<file path="src/rtl/control_pkg.sv">
// Shared state, fault and select encodings for the RV32I multicycle
// control sequencer.
package control_pkg;

  typedef enum logic [2:0] {
    FETCH,
    EXEC,
    MEM,
    HALTED,
    FAULT
  } state_t;

  typedef enum logic [1:0] {
    F_NONE    = 2'b00,
    F_ILLEGAL = 2'b01,
    F_TIMEOUT = 2'b10,
    F_EBREAK  = 2'b11
  } fault_t;

  localparam logic [6:0] OPC_LOAD     = 7'b0000011;
  localparam logic [6:0] OPC_MISC_MEM = 7'b0001111;
  localparam logic [6:0] OPC_OP_IMM   = 7'b0010011;
  localparam logic [6:0] OPC_AUIPC    = 7'b0010111;
  localparam logic [6:0] OPC_STORE    = 7'b0100011;
  localparam logic [6:0] OPC_OP       = 7'b0110011;
  localparam logic [6:0] OPC_LUI      = 7'b0110111;
  localparam logic [6:0] OPC_BRANCH   = 7'b1100011;
  localparam logic [6:0] OPC_JALR     = 7'b1100111;
  localparam logic [6:0] OPC_JAL      = 7'b1101111;
  localparam logic [6:0] OPC_SYSTEM   = 7'b1110011;

  localparam logic [1:0] RD_ALU = 2'b00;
  localparam logic [1:0] RD_MEM = 2'b01;
  localparam logic [1:0] RD_CSR = 2'b10;
  localparam logic [1:0] RD_PC4 = 2'b11;

  localparam logic [1:0] A1_RS1  = 2'b00;
  localparam logic [1:0] A1_PC   = 2'b01;
  localparam logic [1:0] A1_ZERO = 2'b10;

  localparam logic [1:0] A2_RS2   = 2'b00;
  localparam logic [1:0] A2_IMM   = 2'b01;
  localparam logic [1:0] A2_SHAMT = 2'b10;

  typedef struct packed {
    logic       pc_ne;
    logic       pc_ex;
    logic       pc;
    logic       ir;
    logic       rd;
    logic       csr;
    logic       mrd;
    logic       mwr;
    logic       addr_sel;
    logic [1:0] rd_sel;
    logic [1:0] alu1;
    logic [1:0] alu2;
    logic       retired;
  } ctrl_t;

endpackage

</file>
<file path="src/rtl/ctrl_watchdog.sv">
// Memory-access watchdog: flags a request left unacknowledged for
// MEM_TIMEOUT consecutive cycles. MEM_TIMEOUT = 0 disables it.
module ctrl_watchdog #(
  parameter int CNT_W       = 8,
  parameter int MEM_TIMEOUT = 16
) (
  input  logic clk,
  input  logic rst,
  input  logic active,
  input  logic ack,
  output logic expired
);

  localparam logic [CNT_W-1:0] LIMIT = CNT_W'(MEM_TIMEOUT - 1);

  logic [CNT_W-1:0] r_cnt;

  // An ack in the terminal cycle beats the timeout.
  assign expired = (MEM_TIMEOUT != 0) && active && !ack
                && (r_cnt == LIMIT);

  always_ff @(posedge clk or posedge rst) begin
    if (rst) begin
      r_cnt <= '0;
    end else if (!active || ack || expired) begin
      r_cnt <= '0;
    end else begin
      r_cnt <= r_cnt + 1'b1;
    end
  end

endmodule

</file>
<file path="src/rtl/control_sequencer.sv">
// Multicycle RV32I control FSM: FETCH/EXEC/MEM with debug halt,
// memory watchdog and fault reporting.
module control_sequencer
  import control_pkg::*;
#(
  parameter int MEM_TIMEOUT = 16,
  parameter bit DEBUG_EN    = 1'b1,
  parameter int CNT_W       = 8
) (
  input  logic       clk,
  input  logic       rst,
  input  logic       mem_complete,
  input  logic [6:0] opcode,
  input  logic [2:0] f3,
  input  logic       halt_req,
  input  logic       resume_req,
  output logic       write_pc_ne,
  output logic       write_pc_ex,
  output logic       write_pc,
  output logic       write_ir,
  output logic       write_rd,
  output logic       write_csr,
  output logic       mem_read,
  output logic       mem_write,
  output logic       addr_sel,
  output logic [1:0] rd_sel,
  output logic [1:0] alu_insel1,
  output logic [1:0] alu_insel2,
  output logic       retired,
  output logic       halted,
  output logic [1:0] fault_cause
);

  state_t r_state;
  fault_t r_fault;
  ctrl_t  w_c;
  ctrl_t  w_q;
  state_t w_after;
  logic   w_active;
  logic   w_expired;
  logic   w_load;

  assign w_active = (r_state == FETCH) || (r_state == MEM);
  assign w_load   = (opcode == OPC_LOAD);
  assign w_after  = (halt_req && DEBUG_EN) ? HALTED : FETCH;

  ctrl_watchdog #(
    .CNT_W      (CNT_W),
    .MEM_TIMEOUT(MEM_TIMEOUT)
  ) u_wdog (
    .clk    (clk),
    .rst    (rst),
    .active (w_active),
    .ack    (mem_complete),
    .expired(w_expired)
  );

  always_comb begin
    w_c = '0;
    case (r_state)
      FETCH: begin
        w_c.mrd      = 1'b1;
        w_c.addr_sel = 1'b1;
        w_c.ir       = mem_complete;
      end
      EXEC: begin
        case (opcode)
          OPC_OP, OPC_OP_IMM: begin
            w_c.rd      = 1'b1;
            w_c.pc_ne   = 1'b1;
            w_c.retired = 1'b1;
            if (opcode == OPC_OP)        w_c.alu2 = A2_RS2;
            else if (f3[1:0] == 2'b01)   w_c.alu2 = A2_SHAMT;
            else                         w_c.alu2 = A2_IMM;
          end
          OPC_LUI, OPC_AUIPC: begin
            w_c.rd      = 1'b1;
            w_c.pc_ne   = 1'b1;
            w_c.retired = 1'b1;
            w_c.alu1    = (opcode == OPC_LUI) ? A1_ZERO : A1_PC;
            w_c.alu2    = A2_IMM;
          end
          OPC_JAL, OPC_JALR: begin
            w_c.pc      = 1'b1;
            w_c.rd      = 1'b1;
            w_c.rd_sel  = RD_PC4;
            w_c.retired = 1'b1;
            w_c.alu1    = (opcode == OPC_JAL) ? A1_PC : A1_RS1;
            w_c.alu2    = A2_IMM;
          end
          OPC_BRANCH: begin
            w_c.pc_ex   = 1'b1;
            w_c.retired = 1'b1;
            w_c.alu1    = A1_PC;
            w_c.alu2    = A2_IMM;
          end
          OPC_MISC_MEM: begin
            w_c.pc_ne   = 1'b1;
            w_c.retired = 1'b1;
          end
          OPC_SYSTEM: begin
            if (f3 != 3'b000) begin
              w_c.csr     = 1'b1;
              w_c.rd      = 1'b1;
              w_c.rd_sel  = RD_CSR;
              w_c.pc_ne   = 1'b1;
              w_c.retired = 1'b1;
              w_c.alu1    = f3[2] ? A1_ZERO : A1_RS1;
              w_c.alu2    = A2_IMM;
            end
          end
          default: ;
        endcase
      end
      MEM: begin
        w_c.mrd  = w_load;
        w_c.mwr  = !w_load;
        w_c.alu1 = A1_RS1;
        w_c.alu2 = A2_IMM;
        if (mem_complete) begin
          w_c.pc_ne   = 1'b1;
          w_c.retired = 1'b1;
          w_c.rd      = w_load;
          w_c.rd_sel  = w_load ? RD_MEM : RD_ALU;
        end
      end
      default: ;
    endcase
  end

  always_ff @(posedge clk or posedge rst) begin
    if (rst) begin
      r_state <= FETCH;
      r_fault <= F_NONE;
    end else begin
      case (r_state)
        FETCH: begin
          if (mem_complete) begin
            r_state <= EXEC;
          end else if (w_expired) begin
            r_state <= FAULT;
            r_fault <= F_TIMEOUT;
          end
        end
        EXEC: begin
          if (w_c.retired) begin
            r_state <= w_after;
          end else if (opcode == OPC_LOAD || opcode == OPC_STORE) begin
            r_state <= MEM;
          end else if (opcode == OPC_SYSTEM && DEBUG_EN) begin
            r_state <= HALTED;
          end else if (opcode == OPC_SYSTEM) begin
            r_state <= FAULT;
            r_fault <= F_EBREAK;
          end else begin
            r_state <= FAULT;
            r_fault <= F_ILLEGAL;
          end
        end
        MEM: begin
          if (mem_complete) begin
            r_state <= w_after;
          end else if (w_expired) begin
            r_state <= FAULT;
            r_fault <= F_TIMEOUT;
          end
        end
        HALTED: begin
          if (resume_req && !halt_req) r_state <= FETCH;
        end
        FAULT: begin
          if (resume_req) begin
            r_state <= FETCH;
            r_fault <= F_NONE;
          end
        end
        default: r_state <= FETCH;
      endcase
    end
  end

  // Reset is also folded in combinationally so requests drop at once.
  assign w_q = rst ? '0 : w_c;

  assign write_pc_ne = w_q.pc_ne;
  assign write_pc_ex = w_q.pc_ex;
  assign write_pc    = w_q.pc;
  assign write_ir    = w_q.ir;
  assign write_rd    = w_q.rd;
  assign write_csr   = w_q.csr;
  assign mem_read    = w_q.mrd;
  assign mem_write   = w_q.mwr;
  assign addr_sel    = w_q.addr_sel;
  assign rd_sel      = w_q.rd_sel;
  assign alu_insel1  = w_q.alu1;
  assign alu_insel2  = w_q.alu2;
  assign retired     = w_q.retired;
  assign halted      = (r_state == HALTED) || (r_state == FAULT);
  assign fault_cause = r_fault;

endmodule

</file>
<file path="config.mk">
export PLATFORM = sky130hd
export DESIGN_NAME = control_sequencer
export DESIGN_NICKNAME = d
export VERILOG_FILES = /design/src/rtl/control_pkg.sv /design/src/rtl/ctrl_watchdog.sv /design/src/rtl/control_sequencer.sv
export SDC_FILE = /design/constraint.sdc
export NUM_CORES = 1
export LEC_CHECK = 0
export ABC_AREA = 1
export CORE_MARGIN = 3
export CORE_UTILIZATION = 46
export DETAILED_ROUTE_END_ITERATION = 8
export PLACE_DENSITY = 0.79
export SETUP_SLACK_MARGIN = 0.5
export SKIP_LAST_GASP = 1
export SYNTH_ARGS = -nofsm -noshare
export SYNTH_HDL_FRONTEND = slang
export SYNTH_SLANG_ARGS = --single-unit
</file>
<file path="constraint.sdc">
create_clock -name clk -period 1.4 [get_ports clk]
set_input_delay 0.14 -clock clk [delete_from_list [all_inputs] [get_ports clk]]
set_output_delay 0.14 -clock clk [all_outputs]
set_load 0.02 [all_outputs]
</file>
==> results.cfg, run 1 <==
[floorplan]
num_rows = 16
die_w_um = 54.6
io_pins = 34
die_height_um = 54.6
initial_core_util_pct = 51.8

[yosys]
synth-async-reset-ratio_pct = 100
yosysWarnings = 0
synth_top_area_share_pct = 29.9
syn_area_sq_um = 1090
yosys.area.top_type = dfrtp_1
synth_edf_count = 0
ys_ff_latch = 13
ys_top_cells_by_area = dfrtp_1 30%, nand2_1 13%, nor2_1 9.7%, inv_1 7.2%, nand3_1 6.0%
syn_nets = 188
syn_avg_cell_area_sq_um = 6.33
synth_cell_types = 26
synth_seq_area_share_pct = 29.9
synthTopCellsByCount = 39 x nand2_1, 28 x nor2_1, 21 x inv_1
synthFlopType = dfrtp_1
synth_most_common_cell = nand2_1
postSynthCellCount = 172

[clock_network]
htreeDepth = 1
clockBufferDepth = 2
cts.sinks = 13
hold_buffers = 0
cts_root_buffer = clkbuf_4
ctsResizeCount = 155
post-cts-setup-buffers = 14
cts_inserted_buffers = 3

[run_status]
stop_stage = 4_1_cts
firstError = [ERROR DPL-0038] Utilization greater than 100%, impossible to legalize
status = aborted with a tool error

[placed_design]
place_congestion = 0.884
portBuffers = 33
hpwl_mm = 3.11
kinds of logic after synthesis:
| group | Yosys count | synth area share, % |
|---|---|---|
| AO/OA/AOI/OAI | 20 | 10.7 |
| adder cells (fa/ha/maj) | 1 | 1.15 |
| AND/OR/NAND/NOR | 112 | 49.3 |
| flip-flops | 13 | 29.9 |
| buffers and inverters | 26 | 8.97 |
metrics by stage:
step / TNS, ns / area [sq um] / instances / setup slack, ns
floorplan: 0 / 1230 / 172 / 0.0995
detailed placement: -14.80 / 1900 / 272 / -0.955
global placement: -13.19 / 1900 / 272 / -0.861
==> run 2: changes to the inputs <==
--- a/config.mk
+++ b/config.mk
@@ -6,11 +6,10 @@
 export NUM_CORES = 1
 export LEC_CHECK = 0
 export ABC_AREA = 1
-export CORE_MARGIN = 3
-export CORE_UTILIZATION = 46
+export CORE_AREA = 3 3 64 66
 export DETAILED_ROUTE_END_ITERATION = 8
-export PLACE_DENSITY = 0.79
-export SETUP_SLACK_MARGIN = 0.5
+export DIE_AREA = 0 0 67 69
+export PLACE_DENSITY_LB_ADDON = 0.15
 export SKIP_LAST_GASP = 1
 export SYNTH_ARGS = -nofsm -noshare
 export SYNTH_HDL_FRONTEND = slang
==> run 2 against run 1 <==
The flow now finishes, with violations (setup timing). Synthesized cell count stayed put. Synthesized area stayed put.
==> results.cfg, run 2 <==
[run_status]
status = finished with violations
violations = setup timing

[global_route]
grt-ovfl-total = 0
met1_usage_pct = 20.7
antenna_found_initial = 0
grt_pass1_wl_mm = 6.22
grt_max_degree = 14
use_met2_pct = 29.8
grt_pass1_vias = 1450
use_met3_pct = 2.77
grtUsageTotal_pct = 16.9
top_usage_layer = met2

[floorplan]
initial_core_util_pct = 30.0
die_area_sq_um = 4620
io_pins = 34
die_w_um = 67
core_area_sq_um = 3630
num_rows = 22
die_height_um = 69

[yosys]
yosys.area.top_type = dfrtp_1
synth_edf_count = 0
syn_nets = 188
syn_avg_cell_area_sq_um = 6.33
ys_ff_latch = 13
postSynthCellCount = 172
synth_top_area_share_pct = 29.9
synth_seq_area_share_pct = 29.9
synthTopCellsByCount = 39 x nand2_1, 28 x nor2_1, 21 x inv_1
synth_cell_types = 26
synth-async-reset-ratio_pct = 100
ys_top_cells_by_area = dfrtp_1 30%, nand2_1 13%, nor2_1 9.7%, inv_1 7.2%, nand3_1 6.0%
synth_most_common_cell = nand2_1
syn_area_sq_um = 1090
synthFlopType = dfrtp_1
yosysWarnings = 0

[finish]
final_common_cell = buf_4
fin_cells = 307
num-nets-final = 276
final_cell_area_sq_um = 2170
area_growth_pct = 99.0
final_cell_mix = 54 x buf_4, 27 x nand2_1, 17 x nand2_2, 17 x nor2_1, 14 x buf_6
largest_reg_flops = 8
drive_gt1_share_pct = 57.1
diodes = 0
regMostFlops = u_wdog.r_cnt

[timing]
fin_crit_ns = 1.64
drv_slew = 0
fin_ws_ns = -0.240
min_period_over_period_pct = 117
rsz0062_at_grt = true
setup_viol_count_final = 22
finalHoldViolCount = 0
relSlewSlack_pct = 77.5
worst_pin_slew_ns = 0.334
fin_skew_ns = 0.00159
max_freq_ghz = 0.610

[routing]
dr.pass1.iters = 4
drc = 0
antenna_left = 0
wire_per_inst_um = 12.6
vias_per_cell = 4.79
drtIter0Drc = 46
dr_total_vias = 1471
wirelength_mm = 3.88

[placed_design]
place_congestion = 0.833
hpwl_mm = 2.78
place_inst = 291
placed_area_sq_um = 1820
portBuffers = 33

[worst_hold_path]
hold_path_class = primary input to async pin

[clock_network]
clock_latency_ns = 0.24
clockBufferDepth = 2
cts_root_buffer = clkbuf_8
htreeDepth = 1
cts_inserted_buffers = 3
cts.sinks = 13
cts_tree = built
clkSlewWorstSetupHoldPaths_ns = 0.06

[worst_setup_path]
critical_path.cell_chain = inv_2 -> buf_6 -> nor2_4 -> nand2_2 -> buf_6 -> a41oi_4 -> buf_6
start_kind = flop
path_class = flop to primary output
crit_slowest_cell = dfrtp_1
cp_data_required_time_ns = 1.26
critPathMaxStageDelay_ns = 0.39
crit_path_max_fanout = 3
r2r_slack_ns = -0.15
critPathCaptureType = primary output
timing.critical_path.mode_cell = buf_6
crit_arrival_ns = 1.50

[power]
vdd_drop_max_uv = 582
powerDensity_nw_per_um2 = 980
finalPower_mw = 2.12
p_leak_nw = 1.02

[run]
cap_violations = 0
-- run 2: cell counts after synthesis --
No cell type changed its count.
-- run 2: repair_timing --
| action | 4_1_cts | 5_1_grt |
|---|---|---|
| resized for setup | 153 | 30 |
| hold buffers | 0 | 0 |
| pin swaps | 23 | 15 |
| buffers inserted | 10 | 5 |
| setup endpoints to repair | 30 | 30 |
| hold endpoints to repair | 0 | 0 |
-- run 2: layout make-up --
class                   instances  area (sq um)
clock buffers                   4          45.0
fillers                       330          1470
inverters                      25          97.6
multi-input cells             133           936
flip-flops and latches         13           325
well taps                      48          60.1
repair buffers                 84           702
-- run 2: critical path: cells and delay by family, from the launching register on --
kind	cells	cell delay [ns]
buf+inv	4	0.45
flops	1	0.39
simple gates	2	0.20
compound gates	1	0.20
-- run 2: path summary, 6_finish.rpt --
| check | to | from | depth (start not counted) |
|---|---|---|---|
| setup reg to reg | r_state[1] | r_state[1] | 12 |
| hold reg to reg | fault_cause[1] | fault_cause[1] | 2 |
| hold / removal | r_state[1] | rst | 3 |
| max in group asynchronous | fault_cause[1] | rst | 3 |
| min in group clk | fault_cause[1] | fault_cause[1] | 2 |
| setup / recovery | alu_insel2[0] | r_state[1] | 7 |
-- run 2: power breakdown --
group / leakage [nW] / internal, mW / switching, mW / total, mW
Clock: 0.0228 / 0.201 / 0.137 / 0.338
Sequential: 0.176 / 0.439 / 0.0387 / 0.478
Combinational: 0.826 / 0.609 / 0.698 / 1.31
Total: 1.02 / 1.25 / 0.873 / 2.12
-- run 2: logic make-up after synthesis --
kind of cell	share of synthesized area (%)
AND/OR/NAND/NOR	49.3
adder cells (fa/ha/maj)	1.15
flip-flops	29.9
buffers and inverters	8.97
AO/OA/AOI/OAI	10.7
-- run 2: per-layer routing --
| metal | wire, um | vias to the layer above |
|---|---|---|
| met5 | 0 | - |
| met4 | 70 | 0 |
| met3 | 173 | 9 |
| met2 | 2060 | 42 |
| met1 | 1570 | 682 |
| li1 | - | 738 |
-- run 2: through the flow --
step                      setup TNS [ns]  utilization, %  hold WS [ns]  setup WS (ns)
after detailed placement          -14.25            50.0         0.456         -0.897
final                              -3.28            59.6         0.348         -0.240
after global placement            -13.58            50.0         0.444         -0.837
after floorplan                   -0.213               -         0.191        -0.0775
after global routing               -5.15            59.6         0.386         -0.301
after CTS                          -3.32            56.6         0.345         -0.246
No activity file was read; power rests on OpenSTA's default activity.
==> run 3: changes to the inputs <==
--- a/config.mk
+++ b/config.mk
@@ -10,7 +10,6 @@
 export DETAILED_ROUTE_END_ITERATION = 8
 export DIE_AREA = 0 0 67 69
 export PLACE_DENSITY_LB_ADDON = 0.15
-export SKIP_LAST_GASP = 1
 export SYNTH_ARGS = -nofsm -noshare
 export SYNTH_HDL_FRONTEND = slang
 export SYNTH_SLANG_ARGS = --single-unit
==> run 3 against run 2 <==
The run still ends with setup timing left. Critical endpoint is now mem_read. Power rose by 3.9%. Global-route usage up 0.18 points. Clock power barely moved. Worst hold slack about the same. Critical path depth stayed put. Flip-flop and latch count unchanged. Register-to-register slack better by 0.03 ns. Cell count is the same. Clock skew is essentially flat. Cell area rose by 4.8%.
==> results.cfg, run 3 (synthesis gave the netlist of run 2 again) <==
[run_status]
status = finished with violations
violations = setup timing

[routing]
drc = 0
drtIter0Drc = 36
dr_total_vias = 1471
dr.pass1.iters = 4
wirelength_mm = 4.01
vias_per_cell = 4.79
antenna_left = 0
wire_per_inst_um = 13.1

[finish]
final_common_cell = buf_4
regMostFlops = u_wdog.r_cnt
largest_reg_flops = 8
drive_gt1_share_pct = 61.4
final_cell_mix = 47 x buf_4, 27 x nand2_1, 21 x buf_6
final_cell_area_sq_um = 2270
diodes = 0
num-nets-final = 276
area_growth_pct = 109

[placed_design]
hpwl_mm = 2.78
placed_area_sq_um = 1820
place_congestion = 0.833
portBuffers = 33

[worst_setup_path]
rr_worst_depth = 12
critPathCaptureType = primary output
crit_path_max_fanout = 4
path_class = flop to primary output
start_kind = flop
r2r-end = r_state[0]
cp_data_required_time_ns = 1.26
crit_arrival_ns = 1.48
r2r_slack_ns = -0.12
rr_startpoint = r_state[2]

[power]
seqPwrFrac_pct = 21.8
vdd_drop_max_uv = 566
p_leak_nw = 1.06
pwr-share-comb_pct = 62.8
p_sw_mw = 0.931
switching_share_pct = 42.2
internal-power_mw = 1.28
p_clk_share_pct = 15.5
powerDensity_nw_per_um2 = 972

[run]
cap_violations = 0

[timing]
max_freq_ghz = 0.616
min_period_over_period_pct = 116
relSlewSlack_pct = 77.4
rsz0062_at_grt = true
finalHoldViolCount = 0
drv_slew = 0
fin_crit_ns = 1.62
fin_skew_ns = 0.00173
setup_viol_count_final = 22
worst_pin_slew_ns = 0.336
fin_ws_ns = -0.225
hold_slack_ns = 0.348

[floorplan]
die_area_sq_um = 4620
die_height_um = 69
num_rows = 22
core_area_sq_um = 3630
die_w_um = 67
io_pins = 34
initial_core_util_pct = 30.0

[worst_hold_path]
hold_path_class = primary input to async pin

[clock_network]
clkSlewWorstSetupHoldPaths_ns = 0.06
cts_root_buffer = clkbuf_8
htreeDepth = 1
cts.sinks = 13
cts_tree = built
cts_inserted_buffers = 3
clockBufferDepth = 2
clock_latency_ns = 0.24

[global_route]
antenna_found_initial = 0
grtUsageTotal_pct = 17.1
grt_pass1_vias = 1448
grt-ovfl-total = 0
grt_max_degree = 14
grt_pass1_wl_mm = 6.27
[run 3: cell types whose count changed in the layout (fill, tap and decap cells not counted), sizes merged]
cell | previous run | this run
clkdlybuf4s15 | 1 | 3
dlygate4sd2 | 5 | 3
[run 3: per-stage QoR]
step	total power, mW	worst slack [ns]	utilization, %	setup TNS (ns)	cells
2_1_floorplan	0.971	-0.0775	-	-0.213	172
3_3_place_gp	1.44	-0.837	50.0	-13.58	291
3_5_place_dp	1.45	-0.897	50.0	-14.25	291
4_1_cts	2.01	-0.246	56.9	-3.32	303
5_1_grt	2.34	-0.308	62.5	-4.61	307
6_report	2.21	-0.225	62.5	-2.73	307
[run 3: area by class of cell]
class	count	area, sq um
Fill cell	318	1360
Multi-Input combinational cell	133	1010
Timing Repair Buffer	84	731
Sequential cell	13	325
Inverter	25	100
Tap cell	48	60.1
Clock buffer	4	45.0
[run 3: critical path, stage by stage, from the launching register on]
cell and delay, ns:
dfrtp_1 0.38, inv_2 0.11, nand2_4 0.07, buf_4 0.16
nor2_2 0.12, inv_2 0.07, o22ai_1 0.17, buf_4 0.17
[run 3: worst max path at each step]
stage,start,end
finish,r_state[2],mem_read
global route,r_state[2],mem_read
CTS,r_state[2],write_pc_ne
detailed placement,opcode[4],retired
global placement,opcode[5],retired
floorplan,r_state[0],retired
[run 3: timing repair]
item | 4_1_cts | 5_1_grt
gates resized for setup | 155 | 57
hold buffers | 0 | 0
endpoints found under the hold margin | 0 | 0
setup buffers | 10 | 6
pin swaps | 23 | 29
endpoints found under the setup margin | 30 | 30
[run 3: per-layer routing]
metal,up-vias,routed length [um],track usage [%],share of wire [%]
met5,-,0,0,0
met4,0,46,4.73,1.1
met3,7,214,2.77,5.3
met2,43,2130,30.0,53
met1,686,1620,21.0,40
li1,735,-,-,-
[run 3: power by group through the flow]
stage / clock (mW) / sequential (mW) / combinational [mW]
3_3_place_gp: 0 / 0.478 / 0.961
2_1_floorplan: 0 / 0.494 / 0.478
5_1_grt: 0.362 / 0.485 / 1.50
4_1_cts: 0.347 / 0.474 / 1.19
3_5_place_dp: 0 / 0.481 / 0.971
6_report: 0.341 / 0.481 / 1.38
